==> src/rtl/stack_ctrl_pkg.sv <==
// Shared encodings and default bounds for the MiniRISC stack sequencer.
package stack_ctrl_pkg;

    localparam logic [7:0] DEF_STACK_BASE  = 8'd127;
    localparam logic [7:0] DEF_STACK_LIMIT = 8'd64;

    typedef enum logic [1:0] {
        OP_PUSH = 2'b00,
        OP_POP  = 2'b01,
        OP_CALL = 2'b10,
        OP_RET  = 2'b11
    } op_t;

    typedef enum logic [3:0] {
        S_IDLE, S_CHK, S_WR0, S_WR1, S_RD0, S_RD1, S_UPD, S_FIN, S_ERR
    } state_t;

    localparam logic ERR_OVF = 1'b0;
    localparam logic ERR_UDF = 1'b1;

endpackage

==> src/rtl/stack_ctrl_if.sv <==
// Command, register-file and data-memory signals between the CPU side and the stack sequencer.
interface stack_ctrl_if;
    logic       cmd_valid;
    logic [1:0] cmd_op;
    logic [7:0] push_data;
    logic [7:0] pc_in;
    logic [3:0] flags_in;
    logic [7:0] sp_in;
    logic       busy;
    logic       done;
    logic       err;
    logic       err_code;
    logic [7:0] pop_data;
    logic [7:0] ret_pc;
    logic [3:0] ret_flags;
    logic       sp_wr_en;
    logic [7:0] sp_wr_data;
    logic [7:0] dmem_addr;
    logic       dmem_wr;
    logic       dmem_rd;
    logic [7:0] dmem_wdata;
    logic [7:0] dmem_rdata;
    logic       dmem_ack;

    modport master (
        output cmd_valid, cmd_op, push_data, pc_in, flags_in, sp_in, dmem_rdata, dmem_ack,
        input  busy, done, err, err_code, pop_data, ret_pc, ret_flags,
               sp_wr_en, sp_wr_data, dmem_addr, dmem_wr, dmem_rd, dmem_wdata
    );

    modport slave (
        input  cmd_valid, cmd_op, push_data, pc_in, flags_in, sp_in, dmem_rdata, dmem_ack,
        output busy, done, err, err_code, pop_data, ret_pc, ret_flags,
               sp_wr_en, sp_wr_data, dmem_addr, dmem_wr, dmem_rd, dmem_wdata
    );
endinterface

==> src/rtl/stack_ctrl.sv <==
// Multi-cycle PUSH/POP/CALL/RET sequencer; 5 cycles (PUSH/POP) or 6 (CALL/RET) accept-to-done with
// zero-wait memory, +1 per memory wait cycle; requests held until dmem_ack, CPU stalls on busy.
module stack_ctrl
    import stack_ctrl_pkg::*;
#(
    parameter logic [7:0] STACK_BASE  = DEF_STACK_BASE,
    parameter logic [7:0] STACK_LIMIT = DEF_STACK_LIMIT
) (
    input  logic         clk,
    input  logic         rst,
    stack_ctrl_if.slave  bus
);

    state_t     r_state;
    op_t        r_op;
    logic [7:0] r_sp, r_push, r_pc;
    logic [3:0] r_flags;
    logic [7:0] r_rd0, r_rd1;
    logic       r_busy, r_done, r_err, r_err_code;
    logic [7:0] r_pop_data, r_ret_pc;
    logic [3:0] r_ret_flags;
    logic       r_sp_wr_en;
    logic [7:0] r_sp_wr_data;
    logic [7:0] r_dmem_addr, r_dmem_wdata;
    logic       r_dmem_wr, r_dmem_rd;

    logic       w_fail, w_code;
    logic [7:0] w_sp_new;

    // Bounds are checked on the latched SP so no 8-bit update can wrap.
    always_comb begin
        w_fail   = 1'b0;
        w_code   = ERR_OVF;
        w_sp_new = r_sp;
        unique case (r_op)
            OP_PUSH: begin
                w_fail   = (r_sp < STACK_LIMIT);
                w_sp_new = r_sp - 8'd1;
            end
            OP_CALL: begin
                w_fail   = (r_sp < STACK_LIMIT + 8'd1);
                w_sp_new = r_sp - 8'd2;
            end
            OP_POP: begin
                w_fail   = (r_sp > STACK_BASE - 8'd1);
                w_code   = ERR_UDF;
                w_sp_new = r_sp + 8'd1;
            end
            OP_RET: begin
                w_fail   = (r_sp > STACK_BASE - 8'd2);
                w_code   = ERR_UDF;
                w_sp_new = r_sp + 8'd2;
            end
        endcase
    end

    always_ff @(posedge clk) begin
        if (rst) begin
            r_state      <= S_IDLE;
            r_op         <= OP_PUSH;
            r_sp         <= '0;
            r_push       <= '0;
            r_pc         <= '0;
            r_flags      <= '0;
            r_rd0        <= '0;
            r_rd1        <= '0;
            r_busy       <= 1'b0;
            r_done       <= 1'b0;
            r_err        <= 1'b0;
            r_err_code   <= 1'b0;
            r_pop_data   <= '0;
            r_ret_pc     <= '0;
            r_ret_flags  <= '0;
            r_sp_wr_en   <= 1'b0;
            r_sp_wr_data <= '0;
            r_dmem_addr  <= '0;
            r_dmem_wdata <= '0;
            r_dmem_wr    <= 1'b0;
            r_dmem_rd    <= 1'b0;
        end else begin
            r_done     <= 1'b0;
            r_err      <= 1'b0;
            r_sp_wr_en <= 1'b0;
            case (r_state)
                S_IDLE: if (bus.cmd_valid) begin
                    r_op    <= op_t'(bus.cmd_op);
                    r_sp    <= bus.sp_in;
                    r_push  <= bus.push_data;
                    r_pc    <= bus.pc_in;
                    r_flags <= bus.flags_in;
                    r_busy  <= 1'b1;
                    r_state <= S_CHK;
                end
                S_CHK: begin
                    if (w_fail) begin
                        r_err      <= 1'b1;
                        r_err_code <= w_code;
                        r_state    <= S_ERR;
                    end else if (r_op == OP_PUSH || r_op == OP_CALL) begin
                        r_dmem_wr    <= 1'b1;
                        r_dmem_addr  <= r_sp;
                        r_dmem_wdata <= (r_op == OP_PUSH) ? r_push : r_pc;
                        r_state      <= S_WR0;
                    end else begin
                        r_dmem_rd   <= 1'b1;
                        r_dmem_addr <= r_sp + 8'd1;
                        r_state     <= S_RD0;
                    end
                end
                S_WR0: if (bus.dmem_ack) begin
                    if (r_op == OP_CALL) begin
                        r_dmem_addr  <= r_sp - 8'd1;
                        r_dmem_wdata <= {4'b0, r_flags};
                        r_state      <= S_WR1;
                    end else begin
                        r_dmem_wr    <= 1'b0;
                        r_sp_wr_en   <= 1'b1;
                        r_sp_wr_data <= w_sp_new;
                        r_state      <= S_UPD;
                    end
                end
                S_WR1: if (bus.dmem_ack) begin
                    r_dmem_wr    <= 1'b0;
                    r_sp_wr_en   <= 1'b1;
                    r_sp_wr_data <= w_sp_new;
                    r_state      <= S_UPD;
                end
                S_RD0: if (bus.dmem_ack) begin
                    r_rd0 <= bus.dmem_rdata;
                    if (r_op == OP_RET) begin
                        r_dmem_addr <= r_sp + 8'd2;
                        r_state     <= S_RD1;
                    end else begin
                        r_dmem_rd    <= 1'b0;
                        r_sp_wr_en   <= 1'b1;
                        r_sp_wr_data <= w_sp_new;
                        r_state      <= S_UPD;
                    end
                end
                S_RD1: if (bus.dmem_ack) begin
                    r_rd1        <= bus.dmem_rdata;
                    r_dmem_rd    <= 1'b0;
                    r_sp_wr_en   <= 1'b1;
                    r_sp_wr_data <= w_sp_new;
                    r_state      <= S_UPD;
                end
                // Results become visible together with done, so aborted ops never disturb them.
                S_UPD: begin
                    if (r_op == OP_POP) r_pop_data <= r_rd0;
                    if (r_op == OP_RET) begin
                        r_ret_flags <= r_rd0[3:0];
                        r_ret_pc    <= r_rd1;
                    end
                    r_done  <= 1'b1;
                    r_state <= S_FIN;
                end
                S_FIN, S_ERR: begin
                    r_busy  <= 1'b0;
                    r_state <= S_IDLE;
                end
                default: r_state <= S_IDLE;
            endcase
        end
    end

    assign bus.busy       = r_busy;
    assign bus.done       = r_done;
    assign bus.err        = r_err;
    assign bus.err_code   = r_err_code;
    assign bus.pop_data   = r_pop_data;
    assign bus.ret_pc     = r_ret_pc;
    assign bus.ret_flags  = r_ret_flags;
    assign bus.sp_wr_en   = r_sp_wr_en;
    assign bus.sp_wr_data = r_sp_wr_data;
    assign bus.dmem_addr  = r_dmem_addr;
    assign bus.dmem_wr    = r_dmem_wr;
    assign bus.dmem_rd    = r_dmem_rd;
    assign bus.dmem_wdata = r_dmem_wdata;

endmodule

==> src/flat_wrapper.sv <==
// flat-port wrapper written by rule: the top's interface ports become plain ports
module stack_ctrl_flat import stack_ctrl_pkg::*;
#(
    parameter logic [7:0] STACK_BASE  = DEF_STACK_BASE,
    parameter logic [7:0] STACK_LIMIT = DEF_STACK_LIMIT
)
  (clk, rst, bus_cmd_valid, bus_cmd_op, bus_push_data, bus_pc_in, bus_flags_in, bus_sp_in, bus_dmem_rdata, bus_dmem_ack, bus_busy, bus_done, bus_err, bus_err_code, bus_pop_data, bus_ret_pc, bus_ret_flags, bus_sp_wr_en, bus_sp_wr_data, bus_dmem_addr, bus_dmem_wr, bus_dmem_rd, bus_dmem_wdata);
  stack_ctrl_if bus_i ();
  input  logic clk;
  input  logic rst;
  input wire logic [$bits(bus_i.cmd_valid)-1:0] bus_cmd_valid;
  input wire logic [$bits(bus_i.cmd_op)-1:0] bus_cmd_op;
  input wire logic [$bits(bus_i.push_data)-1:0] bus_push_data;
  input wire logic [$bits(bus_i.pc_in)-1:0] bus_pc_in;
  input wire logic [$bits(bus_i.flags_in)-1:0] bus_flags_in;
  input wire logic [$bits(bus_i.sp_in)-1:0] bus_sp_in;
  input wire logic [$bits(bus_i.dmem_rdata)-1:0] bus_dmem_rdata;
  input wire logic [$bits(bus_i.dmem_ack)-1:0] bus_dmem_ack;
  output wire logic [$bits(bus_i.busy)-1:0] bus_busy;
  output wire logic [$bits(bus_i.done)-1:0] bus_done;
  output wire logic [$bits(bus_i.err)-1:0] bus_err;
  output wire logic [$bits(bus_i.err_code)-1:0] bus_err_code;
  output wire logic [$bits(bus_i.pop_data)-1:0] bus_pop_data;
  output wire logic [$bits(bus_i.ret_pc)-1:0] bus_ret_pc;
  output wire logic [$bits(bus_i.ret_flags)-1:0] bus_ret_flags;
  output wire logic [$bits(bus_i.sp_wr_en)-1:0] bus_sp_wr_en;
  output wire logic [$bits(bus_i.sp_wr_data)-1:0] bus_sp_wr_data;
  output wire logic [$bits(bus_i.dmem_addr)-1:0] bus_dmem_addr;
  output wire logic [$bits(bus_i.dmem_wr)-1:0] bus_dmem_wr;
  output wire logic [$bits(bus_i.dmem_rd)-1:0] bus_dmem_rd;
  output wire logic [$bits(bus_i.dmem_wdata)-1:0] bus_dmem_wdata;
  assign bus_i.cmd_valid = bus_cmd_valid;
  assign bus_i.cmd_op = bus_cmd_op;
  assign bus_i.push_data = bus_push_data;
  assign bus_i.pc_in = bus_pc_in;
  assign bus_i.flags_in = bus_flags_in;
  assign bus_i.sp_in = bus_sp_in;
  assign bus_i.dmem_rdata = bus_dmem_rdata;
  assign bus_i.dmem_ack = bus_dmem_ack;
  assign bus_busy = bus_i.busy;
  assign bus_done = bus_i.done;
  assign bus_err = bus_i.err;
  assign bus_err_code = bus_i.err_code;
  assign bus_pop_data = bus_i.pop_data;
  assign bus_ret_pc = bus_i.ret_pc;
  assign bus_ret_flags = bus_i.ret_flags;
  assign bus_sp_wr_en = bus_i.sp_wr_en;
  assign bus_sp_wr_data = bus_i.sp_wr_data;
  assign bus_dmem_addr = bus_i.dmem_addr;
  assign bus_dmem_wr = bus_i.dmem_wr;
  assign bus_dmem_rd = bus_i.dmem_rd;
  assign bus_dmem_wdata = bus_i.dmem_wdata;
  stack_ctrl #(.STACK_BASE(STACK_BASE), .STACK_LIMIT(STACK_LIMIT)) u_core (.clk(clk), .rst(rst), .bus(bus_i));
endmodule
==> config.mk <==
export PLATFORM = sky130hd
export DESIGN_NAME = stack_ctrl_flat
export DESIGN_NICKNAME = d
export VERILOG_FILES = /design/src/rtl/stack_ctrl_pkg.sv /design/src/rtl/stack_ctrl_if.sv /design/src/rtl/stack_ctrl.sv /design/src/flat_wrapper.sv
export SDC_FILE = /design/constraint.sdc
export NUM_CORES = 1
export LEC_CHECK = 0
export BUFFER_PORTS_ARGS = -buffer_cell sky130_fd_sc_hd__buf_2
export CORE_ASPECT_RATIO = 0.9
export CORE_MARGIN = 1
export CORE_UTILIZATION = 40
export DETAILED_ROUTE_END_ITERATION = 12
export PLACE_DENSITY = 0.67
export RECOVER_POWER = 50
export SLEW_MARGIN = 10
export SYNTH_ARGS = -nofsm -noshare
export SYNTH_HDL_FRONTEND = slang
export SYNTH_SLANG_ARGS = --single-unit
export TNS_END_PERCENT = 5
==> constraint.sdc <==
create_clock -name clk -period 3.5 [get_ports clk]
set_input_delay 1.05 -clock clk [delete_from_list [all_inputs] [get_ports clk]]
set_output_delay 1.05 -clock clk [all_outputs]
set_load 0.01 [all_outputs]
Word level (Yosys, flattened, before mapping) --
Index checks and enable logic that the tools add are counted.
Word-level totals: flip-flop bits (word level) 101, bits of input ports 42, output and inout bits 51, logic and storage cells 132
Operators by class: add/subtract/negate cells 4, order comparisons 4, equal/unequal tests 24, muxes and demuxes 52, bitwise gates (word level) 1, reductions and logical operators 26
Operators with widths (count):
- $mux W8 | 16
- $pmux W8 S3 | 2
- $pmux W8 S4 | 1
- $pmux W4 S6 | 1
- $reduce_and A6 Y1 | 4
- $mux W4 | 5
- $mux W1 | 18
- $ne A2 B2 Y1 const B | 9
- $eq A4 B3 Y1 const B | 4
- $gt A8 B7 Y1 const B | 2
- $lt A8 B7 Y1 const B | 2
- $pmux W8 S2 | 1
- $reduce_and A2 Y1 | 7
- $reduce_bool A3 Y1 | 4
- $pmux W1 S3 | 3
- $add A8 B1 Y8 const B | 1
- $add A8 B2 Y8 const B | 1
- $eq A4 B2 Y1 const B | 2
- $ne A2 B1 Y1 const B | 4
- $reduce_or A2 Y1 | 4
- $sub A8 B1 Y8 const B | 1
- $sub A8 B2 Y8 const B | 1
- $mux W3 | 2
- $reduce_and A5 Y1 | 1
- 13 further kinds | 15

Depth between registers and ports, before layout --
Gate-level depths: netlist of the first run.
depth after elaboration 5, mapped depth 9, mapped depth without buffers 7

Least setup slack after synthesis of the first run --
No wires, ideal clock.
path type reg-to-reg, from register u_core.r_sp[0], to register u_core.r_dmem_addr[0] (netlist: u_core.bus.dmem_addr[0]), setup time 0.123 ns, arrival 2.541 ns, required time 3.377 ns, path slack 0.835 ns, stages on the path, launching flop included 9, path buffers 1, clock period less this slack 2.665 ns, cell sequence dfxtp_1 clkbuf_1 inv_1 ha_1 or3b_1 or4_4 o211ai_4 o31a_4 mux2_1
On the way: word-level cells in the longest chain between the ends 4, elaborated cells on any way between the ends 17, those cells by class add/sub (3); order compare (4); eq/ne (1); mux (8); reduce/logical (1)
RTL lines:
- from (decl) | RTL line stack_ctrl.sv:16 | logic [7:0] r_sp, r_push, r_pc;
- from (signal assigned) | RTL line stack_ctrl.sv:87 | r_sp <= bus.sp_in;
- $gt A8 B7 Y1 (tied with other cells) | RTL line stack_ctrl.sv:50 | w_fail = (r_sp > STACK_BASE - 8'd2);
- $pmux W1 S4 (tied with other cells) | RTL line stack_ctrl.sv:35 | unique case (r_op)
- $ne A2 B2 Y1 (no line) (tied with other cells)
- $reduce_and A6 Y1 (no line) or $pmux W8 S3 (tied branches)
- to (signal assigned) | RTL line stack_ctrl.sv:101 | r_dmem_addr <= r_sp;
- to (signal assigned) | RTL line stack_ctrl.sv:106 | r_dmem_addr <= r_sp + 8'd1;
- to (signal assigned) | RTL line stack_ctrl.sv:112 | r_dmem_addr <= r_sp - 8'd1;
- to (decl) | RTL line stack_ctrl.sv:24 | logic [7:0] r_dmem_addr, r_dmem_wdata;
Parallel ways exist; a longest one is shown, timed or not. The select of a mux whose other input is x is not followed. A chain may end at the register's enable or synchronous reset.

==> results of run 1 <==
## final timing paths
check	start	cells past startpoint	slack [ps]	end
worst min-delay path	u_core.r_pc[7]$_SDFFE_PP0P_	2	450	u_core.r_pc[7]$_SDFFE_PP0P_
worst max-delay path	rst	4	660	u_core.bus.dmem_addr[4]$_SDFFE_PP0P_
worst max register to register	u_core.r_state[3]$_SDFFE_PP0P_	5	770	u_core.r_push[6]$_SDFFE_PP0P_
worst min register to register	u_core.r_pc[7]$_SDFFE_PP0P_	2	450	u_core.r_pc[7]$_SDFFE_PP0P_
## area by class of cell
type                    instances  share of cell area (%)
clock inverters                 6                  0.7874
inverters                      13                  0.8300
repair buffers                106                   8.363
flip-flops and latches        101                   34.39
multi-input cells             471                   48.16
clock buffers                  10                   4.065
well taps                     160                   3.405
## state kept, by name, summed over array words and instances, names as in the netlist, 8 cells and up
signal                 count
u_core.bus.dmem_wdata      8
u_core.r_push              8
u_core.bus.pop_data        8
u_core.r_rd0               8
u_core.r_sp                8
u_core.r_pc                8
u_core.bus.dmem_addr       8
u_core.bus.ret_pc          8
u_core.r_rd1               8
u_core.bus.sp_wr_data      8
## cell families after synthesis
family / Yosys count / synth area share (%)
xor gates and xnor gates: 15 / 2.572
muxes: 30 / 5.976
DFF: 101 / 39.58
and+or+nand+nor: 258 / 23.64
AOI/OAI and AO/OA: 161 / 21.28
adders and majority gates: 7 / 1.714
buffers and inverters: 67 / 5.242
## where the power goes
group | switching, mW | leakage (nW) | internal, mW | total [mW]
sequential | 0.128 | 0.819 | 1.25 | 1.37
combinational | 0.616 | 1.27 | 0.368 | 0.983
clock | 0.458 | 0.141 | 0.508 | 0.966
total | 1.20 | 2.23 | 2.12 | 3.32
## metrics by stage
| stage | cells | utilization, % | instance area, sq um |
|---|---|---|---|
| 2_1_floorplan | 639 | - | 5109 |
| 3_3_place_gp | 851 | 46.31 | 5680 |
| 3_5_place_dp | 851 | 46.31 | 5680 |
| 4_1_cts | 867 | 48.63 | 5966 |
| 5_1_grt | 867 | 47.93 | 5879 |
| 6_report | 867 | 47.93 | 5879 |
## layout by cell type, fill, tap and decap left out, drive strengths merged, types with 5 or more instances in the layout
cell type | Yosys | layout
o31ai | 5 | 5
a21oi | 74 | 74
nor2b | 6 | 6
inv | 13 | 15
nor2 | 43 | 43
or3 | 6 | 6
nand3 | 22 | 22
mux2i | 26 | 26
o211ai | 12 | 12
xnor2 | 11 | 11
o21ai | 20 | 20
ha | 7 | 7
nand2b | 6 | 6
a211oi | 6 | 6
and3 | 6 | 6
nor3 | 8 | 8
buf | 16 | 52
dfxtp | 101 | 101
or4 | 5 | 5
a311oi | 6 | 6
clkbuf | 38 | 64
nand2 | 126 | 126
## worst reg2reg max path, delay by kind of cell, from the launching register on
| kind | cells | cell delay (ps) |
|---|---|---|
| buffers and inverters | 1 | 970 |
| flip-flops | 1 | 520 |
| AO/OA/AOI/OAI | 1 | 190 |
| AND/OR/NAND/NOR | 3 | 970 |
## per-layer routing
metal / vias to the layer above / routed length [um]
li1: 2372 / -
met1: 2314 / 6207
met2: 195 / 6519
met3: 20 / 1184
met4: 0 / 178
met5: - / 0
==> results.md, run 1 <==
- Total core area: 0.01227 sq mm
- TritonCTS Sinks: 101
- Worst path slowest cell: clkbuf_2
- Seq. cell area: 0.002022 sq mm
- Rows: 38
- Worst path cell trace: buf_2 -> clkbuf_2 -> nor2_1 -> mux2_1
- Post-CTS setup buffers: 0
- GR Util met3: 6.433%
- Setup TNS: 0 ps
- First-pass GRT wire length: 22380 um
- Worst EP required: 3730 ps
- Post-synth top area share: 39.58%
- Synth Flop Type: dfxtp_1
- WL final: 14090 um
- Avg Vias per Cell: 5.653
- Critical Path Fanout Max: 86
- Yosys synthesis warning count: 0
- CTS Buffer Depth: 2
- Die X: 121.1 um
- Max VDD drop: 0.2294 mV
- Startpoint Class: input pin
- Post-synth EDFFs: 0
- Via Count: 4901
- Htree depth: 3
- Kind of end point of the critical path: flop
- Vias in the first global route: 4547
- GRT overflow: 0
- DRC viols: 0
- Worst relative slew slack: -11.94%
- Top-count cell post-synth: nand2_1
- Synth unique cells: 70
- Worst hold path type: flop to flop
- Hold_buf cts: 0
- Place WS: 536.6 ps
- DR WL/cell: 16.25 um
- I/O pin total: 93
- Cells after Synth: 639
- Die ar.: 0.01323 sq mm
- Pwr dens: 565.3 mW/mm^2
- Post-synthesis register bit count: 101
- Met2 GRT Util: 34.00%
- GRT Overall Usage: 21.66%
- Initial core utilization: 41.65%
- Initial antenna violation count: 0
- Achievable frequency: 0.3518 GHz
- Total Nets Final: 751
- Unrepaired setup endpoints after global routing: false
- CTS tree: done
- Pre-Repair DR Iteration Count: 5
- Placer Congestion: 0.9190
- Final Hold Vio Count: 0
- Failing checks: max-capacitance violations, max-slew violations
- Die span in y: 109.2 um
- Fin worst setup slack: 657.4 ps
- Synth area leader: dfxtp_1
- Syn_nets: 688
- Worst-skew pair later-pin latency: 350 ps
- Top post-synthesis cells by area: dfxtp_1, nand2_1, a21oi_1, mux2i_1, nor2_1
- Met1 Use GR: 28.55%
- Post-synth ARST share: 0%
- Post-CTS Resized: 0
- Hold WS: 452.3 ps
- Worst-Margin Slew: 1679 ps
- Area delta synth->final: 15.09%
- Endpoints failing setup: 0
- Fin. max-slew vios: 87
- Clock Tree Root: clkbuf_16
- Largest net degree at the start of global routing: 87
- Final Power: 3.324 mW
- Share of cells above drive strength 1: 11.88%
- Synth Area per Inst: 7.995 sq um
- Fin crit period: 2843 ps
- Buffers plus inverters on the worst setup path: 2
- Total CTS buffers: 9
- Clock skew: 7.142 ps
- Violation count after the first detailed-route iteration: 323
- Port Buffers: 92
- Largest stage delay on the critical path: 1270 ps
- Antenna viol nets, final: 0
- Detailed placement HPWL: 10010 um
- Tcrit/Tclk final: 81.22%
- Filler cells: 1251
- N_diodes: 0
- Post-synthesis sequential area ratio: 39.58%
- Top post-synthesis cells by count: nand2_1, dfxtp_1, a21oi_1
- Critical path data arrival time: 3070 ps
- Status: complete, but fails checks
- # Max-Cap Violations: 1
- Multi-input gate area: 0.002831 sq mm
- Leakage: 2.233 nW
- Busiest grt layer: met2
- Reg clk slew, reported paths: 70 ps
- Worst path top cell family by delay: buffers and inverters
- Crit Path Class: input pin to flop
- Netlist Area Pre-Place: 0.005109 sq mm
Power figures use the tool's default switching activity.
==> run 2, diff against run 1 <==
--- a/config.mk
+++ b/config.mk
@@ -10,7 +10,7 @@
 export CORE_MARGIN = 1
 export CORE_UTILIZATION = 40
 export DETAILED_ROUTE_END_ITERATION = 12
-export PLACE_DENSITY = 0.67
+export PLACE_DENSITY = 0.69
 export RECOVER_POWER = 50
 export SLEW_MARGIN = 10
 export SYNTH_ARGS = -nofsm -noshare
==> constraint.sdc (replaced) <==
create_clock -name clk -period 2.6 [get_ports clk]
set_input_delay 0.78 -clock clk [delete_from_list [all_inputs] [get_ports clk]]
set_output_delay 0.78 -clock clk [all_outputs]
set_load 0.01 [all_outputs]
==> results.md, run 2 (synthesized netlist as in run 1, its figures left out) <==
- Status: completed
- Place WS: 119.7 ps
- Rows: 38
- Reg clk slew, reported paths: 70 ps
- Kind of end point of the critical path: flop
- Achievable frequency: 0.4002 GHz
- Share of cells above drive strength 1: 13.54%
- Max VDD drop: 0.3247 mV
- Startpoint Class: flop
- Clock Tree Root: clkbuf_16
- Via Count: 4903
- Worst relative slew slack: 46.47%
- WL final: 14260 um
- Total CTS buffers: 9
- Initial antenna violation count: 0
- Die ar.: 0.01323 sq mm
- Unrepaired setup endpoints after global routing: false
- Post-CTS Resized: 0
- Violation count after the first detailed-route iteration: 405
- Leakage: 2.305 nW
- Critical path data arrival time: 2730 ps
- Tcrit/Tclk final: 96.12%
- Top Layer Used: met4
- Post-CTS setup buffers: 0
- Most frequent cells in the layout: nand2_1, dfxtp_1, a21oi_1, clkbuf_1, nor2_1
- WL met2: 6577 um
- Hold_buf cts: 0
- Port Buffers: 92
- Area delta synth->final: 17.44%
- Vias in the first global route: 4435
- Hold WS: 454.4 ps
- Critical Path Fanout Max: 7
- Largest net degree at the start of global routing: 40
- Total Nets Final: 768
- Die X: 121.1 um
- Fin. max-slew vios: 0
- Final Hold Vio Count: 0
- Worst-skew pair later-pin latency: 350 ps
- Total core area: 0.01227 sq mm
- GRT overflow: 0
- Setup TNS: 0 ps
- GRT Overall Usage: 21.96%
- Filler cells: 1240
- Pwr dens: 753.0 mW/mm^2
- Crit Path Class: flop to flop
- N_diodes: 0
- Pre-Repair DR Iteration Count: 5
- CTS tree: done
- First-pass GRT wire length: 22470 um
- Commonest non-fill, non-tap cell in the layout: nand2_1
- Avg Vias per Cell: 5.546
- Endpoints failing setup: 0
- WL met3: 895 um
- DRC viols: 0
- CTS Buffer Depth: 2
- Worst EP required: 2830 ps
- Initial core utilization: 41.65%
- TritonCTS Sinks: 101
- Worst hold path type: flop to flop
- Worst-Margin Slew: 802.9 ps
- I/O pin total: 93
- Detailed placement HPWL: 10410 um
- Clock skew: 7.440 ps
- Fin worst setup slack: 101.0 ps
- Die span in y: 109.2 um
- Fin crit period: 2499 ps
- Htree depth: 3
- WL met1: 6667 um
- # Max-Cap Violations: 0
- Placer Congestion: 0.8674
- DR WL/cell: 16.13 um
- Antenna viol nets, final: 0
run 2: worst paths after layout:
check                                         endpoint                           from  slack, ps  cells after the start
hold / removal           u_core.r_push[3]$_SDFFE_PP0P_  u_core.r_push[3]$_SDFFE_PP0P_        450                      2
setup / recovery  u_core.bus.dmem_addr[0]$_SDFFE_PP0P_    u_core.r_sp[0]$_SDFFE_PP0P_        100                      7
hold reg to reg          u_core.r_push[3]$_SDFFE_PP0P_  u_core.r_push[3]$_SDFFE_PP0P_        450                      2
setup reg to reg  u_core.bus.dmem_addr[0]$_SDFFE_PP0P_    u_core.r_sp[0]$_SDFFE_PP0P_        100                      7
run 2: cell type report:
cell class	count	area (sq um)	area share (%)
multi-input cells	471	2839	47.32
flip-flops and latches	101	2022	33.70
repair buffers	123	613.1	10.22
clock buffers	12	246.5	4.108
well taps	160	200.2	3.337
inverters	13	48.80	0.8133
clock inverters	4	30.03	0.5005
run 2: power by group:
group          leakage [nW]  switching (mW)  total [mW]  internal [mW]
clock                 0.134           0.593        1.27          0.682
sequential            0.819           0.123        1.80           1.68
combinational          1.35           0.896        1.44          0.546
total                  2.30            1.61        4.52           2.91
run 2: critical path, cell delays in order (launching register included):
cell and delay, ps:
dfxtp_1 380, inv_1 100, ha_1 240, or3b_1 380, or4_4 560, o211ai_4 160, o31a_4 230, mux2_1 330
run 2: metrics by stage:
step	utilization, %	std cells	total power [mW]	area (sq um)
floorplan	-	639	2.835	5110
global placement	47.25	868	3.241	5796
detailed placement	47.25	868	3.268	5796
CTS	49.50	884	4.549	6072
global route	48.91	884	4.752	6000
finish	48.91	884	4.518	6000
run 2: per-layer routing:
metal,GRT usage (%),up-vias
met4,5.556,0
li1,-,2411
met1,29.83,2326
met5,0,-
met2,34.69,156
met3,5.544,10
==> run 3, diff against run 2 <==
--- a/config.mk
+++ b/config.mk
@@ -5,12 +5,12 @@
 export SDC_FILE = /design/constraint.sdc
 export NUM_CORES = 1
 export LEC_CHECK = 0
+export ABC_AREA = 1
 export BUFFER_PORTS_ARGS = -buffer_cell sky130_fd_sc_hd__buf_2
 export CORE_ASPECT_RATIO = 0.9
 export CORE_MARGIN = 1
 export CORE_UTILIZATION = 40
 export DETAILED_ROUTE_END_ITERATION = 12
-export PLACE_DENSITY = 0.69
 export RECOVER_POWER = 50
 export SLEW_MARGIN = 10
 export SYNTH_ARGS = -nofsm -noshare
==> results.md, run 3 <==
- Worst hold path type: flop to flop
- Largest net degree at the start of global routing: 51
- Critical Path Sink: u_core.bus.dmem_wr$_SDFFE_PP0P_
- Commonest non-fill, non-tap cell in the layout: nand2_1
- First-pass GRT wire length: 23380 um
- Netlist Area Pre-Place: 0.004992 sq mm
- Critical path origin: u_core.r_sp[0]$_SDFFE_PP0P_
- CTS tree: done
- TritonCTS Sinks: 101
- Vias in the first global route: 4612
- Worst r2r dst: u_core.bus.dmem_wr$_SDFFE_PP0P_
- Kind of end point of the critical path: flop
- Post-synth ARST share: 0%
- Initial antenna violation count: 0
- Final Hold Vio Count: 0
- Total CTS buffers: 9
- Reg clk slew, reported paths: 70 ps
- Sw Share: 43.71%
- Place WS: 335.5 ps
- Critical path data arrival time: 2550 ps
- Internal power: 3.737 mW
- Worst-skew pair later-pin latency: 340 ps
- Fin worst setup slack: 271.6 ps
- Synth Flop Type: dfxtp_1
- Worst path slowest cell: dfxtp_1
- Via Count: 5067
- Reg2reg start: u_core.r_sp[0]$_SDFFE_PP0P_
- Die ar.: 0.01293 sq mm
- R2R depth: 13
- Syn_nets: 783
- Pre-Repair DR Iteration Count: 5
- CTS Buffer Depth: 2
- Fin crit period: 2328 ps
- Unrepaired setup endpoints after global routing: false
- Rows: 38
- Port Buffers: 92
- Post-synthesis sequential area ratio: 40.50%
- Violation count after the first detailed-route iteration: 452
- Pwr dens: 1129 mW/mm^2
- Worst EP required: 2820 ps
- Detailed placement HPWL: 10680 um
- N_diodes: 0
- Tcrit/Tclk final: 89.56%
- Clock skew: 6.216 ps
- Clk pwr share: 21.6%
- Top post-synthesis cells by count: nand2_1, dfxtp_1, a21oi_1
- Yosys synthesis warning count: 0
- Post-synth EDFFs: 0
- Status: completed
- Avg Vias per Cell: 5.155
- NetSw: 2.902 mW
- Register share of total power: 31.8%
- Most frequent cells in the layout: nand2_1, dfxtp_1, a21oi_1, nand3_1, nor2_1
- Die X: 119.8 um
- Placer Congestion: 0.9959
- Clock Tree Root: clkbuf_16
- Setup TNS: 0 ps
- GRT Overall Usage: 22.72%
- Multi-input gate area: 0.002524 sq mm
- Worst path cell trace: inv_1 -> ha_1 -> inv_1 -> nor2_1 -> nand3_1 -> nand2_1 -> nand2_1 -> nand4_2 -> nand2_2 -> buf_4 -> nand2_1 -> a21oi_1 -> nor2_1
- I/O pin total: 93
- Total Nets Final: 868
- Worst-Margin Slew: 827.0 ps
- Post-synth top area share: 40.50%
- Top post-synthesis cells by area: dfxtp_1, nand2_1, a21oi_1, nand3_1, o21ai_0
- Area delta synth->final: 17.79%
- Post-synthesis register bit count: 101
- Seq. cell area: 0.002022 sq mm
- DRC viols: 0
- Share of cells above drive strength 1: 11.66%
- Post-CTS setup buffers: 0
- Cells after Synth: 734
- Htree depth: 3
- Total core area: 0.01212 sq mm
- Leakage: 2.482 nW
- Synth unique cells: 34
- WL final: 14420 um
- DR WL/cell: 14.67 um
- Critical Path Fanout Max: 14
- # Max-Cap Violations: 0
- Achievable frequency: 0.4295 GHz
- Critical Path Most Common Cell: nand2_1
- Post-CTS Resized: 0
- Reg-to-reg slack, setup: 270 ps
- Max VDD drop: 0.5501 mV
- Top-count cell post-synth: nand2_1
- Largest stage delay on the critical path: 540 ps
- Endpoints failing setup: 0
- GRT overflow: 0
- Startpoint Class: flop
- Die span in y: 108.0 um
- Synth area leader: dfxtp_1
- Logic pwr share: 46.6%
- Filler cells: 1267
- Initial core utilization: 41.18%
- Worst relative slew slack: 44.86%
- Antenna viol nets, final: 0
- Crit Path Class: flop to flop
- Fin. max-slew vios: 0
- Hold_buf cts: 0
- Synth Area per Inst: 6.801 sq um
-- run 3: cell count changes after synthesis, moves of 8 or more --
cell / previous run / this run
a21oi_1: 74 / 94
clkbuf_1: 38 / 24
inv_1: 11 / 63
mux2i_1: 26 / 0
nand2_1: 126 / 159
nand3_1: 22 / 76
nand4_1: 3 / 13
nor2_1: 43 / 69
o211ai_1: 11 / 3
o21ai_0: 16 / 60
xnor2_1: 11 / 3
-- run 3: how the worst min path moves through the flow --
stage | startpoint | end | slack [ps] | depth (start not counted)
floorplan | u_core.r_flags[1]$_SDFFE_PP0P_ | u_core.r_flags[1]$_SDFFE_PP0P_ | 420 | 2
global placement | u_core.r_flags[1]$_SDFFE_PP0P_ | u_core.r_flags[1]$_SDFFE_PP0P_ | 440 | 2
detailed placement | u_core.r_flags[1]$_SDFFE_PP0P_ | u_core.r_flags[1]$_SDFFE_PP0P_ | 440 | 2
CTS | u_core.r_flags[1]$_SDFFE_PP0P_ | u_core.r_flags[1]$_SDFFE_PP0P_ | 450 | 2
global route | u_core.r_pc[6]$_SDFFE_PP0P_ | u_core.r_pc[6]$_SDFFE_PP0P_ | 470 | 2
finish | u_core.r_flags[1]$_SDFFE_PP0P_ | u_core.r_flags[1]$_SDFFE_PP0P_ | 450 | 2
-- run 3: kinds of logic (layout without fill, tap and decap cells) --
kind of cell	count (synthesis)	after routing	synth area share (%)
DFF	101	101	40.50
and+or+nand+nor	335	335	29.40
buffers and inverters	112	201	8.898
AOI/OAI and AO/OA	167	167	17.34
xor gates and xnor gates	12	12	2.105
adders and majority gates	7	7	1.754
-- run 3: through the flow --
stage               hold slack (ps)  power, mW  cell area [sq um]  util, %  instances
finish                        449.8      6.639               5881    48.50        983
global route                  472.5      7.178               5881    48.50        983
CTS                           449.2      6.700               5966    49.21        983
detailed placement            439.3      5.254               5653    46.63        968
global placement              435.8      5.236               5653    46.63        968
floorplan                     424.5      4.319               4992        -        734
-- run 3: power by group through the flow --
stage,clock network [mW],logic (mW),registers [mW]
final,1.43,3.10,2.11
after global routing,1.52,3.51,2.15
after CTS,1.46,3.13,2.10
after detailed placement,0,3.12,2.14
after global placement,0,3.10,2.13
after floorplan,0,2.23,2.09
-- run 3: layer usage --
| metal | global-route usage [%] | vias to the layer above | wire (um) | share of wire [%] |
|---|---|---|---|---|
| met4 | 6.607 | 0 | 208 | 1.4 |
| met5 | 0 | - | 0 | 0 |
| met2 | 34.76 | 197 | 6228 | 43 |
| met1 | 31.85 | 2274 | 6885 | 48 |
| met3 | 5.222 | 20 | 1096 | 7.6 |
| li1 | - | 2576 | - | - |
-- run 3: layout make-up --
type | instances | share of cell area (%)
Inverter | 73 | 4.660
Clock inverter | 5 | 1.426
Tap cell | 160 | 3.404
Sequential cell | 101 | 34.38
Clock buffer | 10 | 3.894
Multi-Input combinational cell | 521 | 42.91
Timing Repair Buffer | 113 | 9.319
-- run 3: critical path, delay by kind of cell, from the launching register on --
| kind | cells | cell delay [ps] |
|---|---|---|
| buffers and inverters | 3 | 490 |
| and+or+nand+nor | 8 | 760 |
| adders and majority gates | 1 | 280 |
| DFF | 1 | 540 |
| AOI/OAI and AO/OA | 1 | 120 |
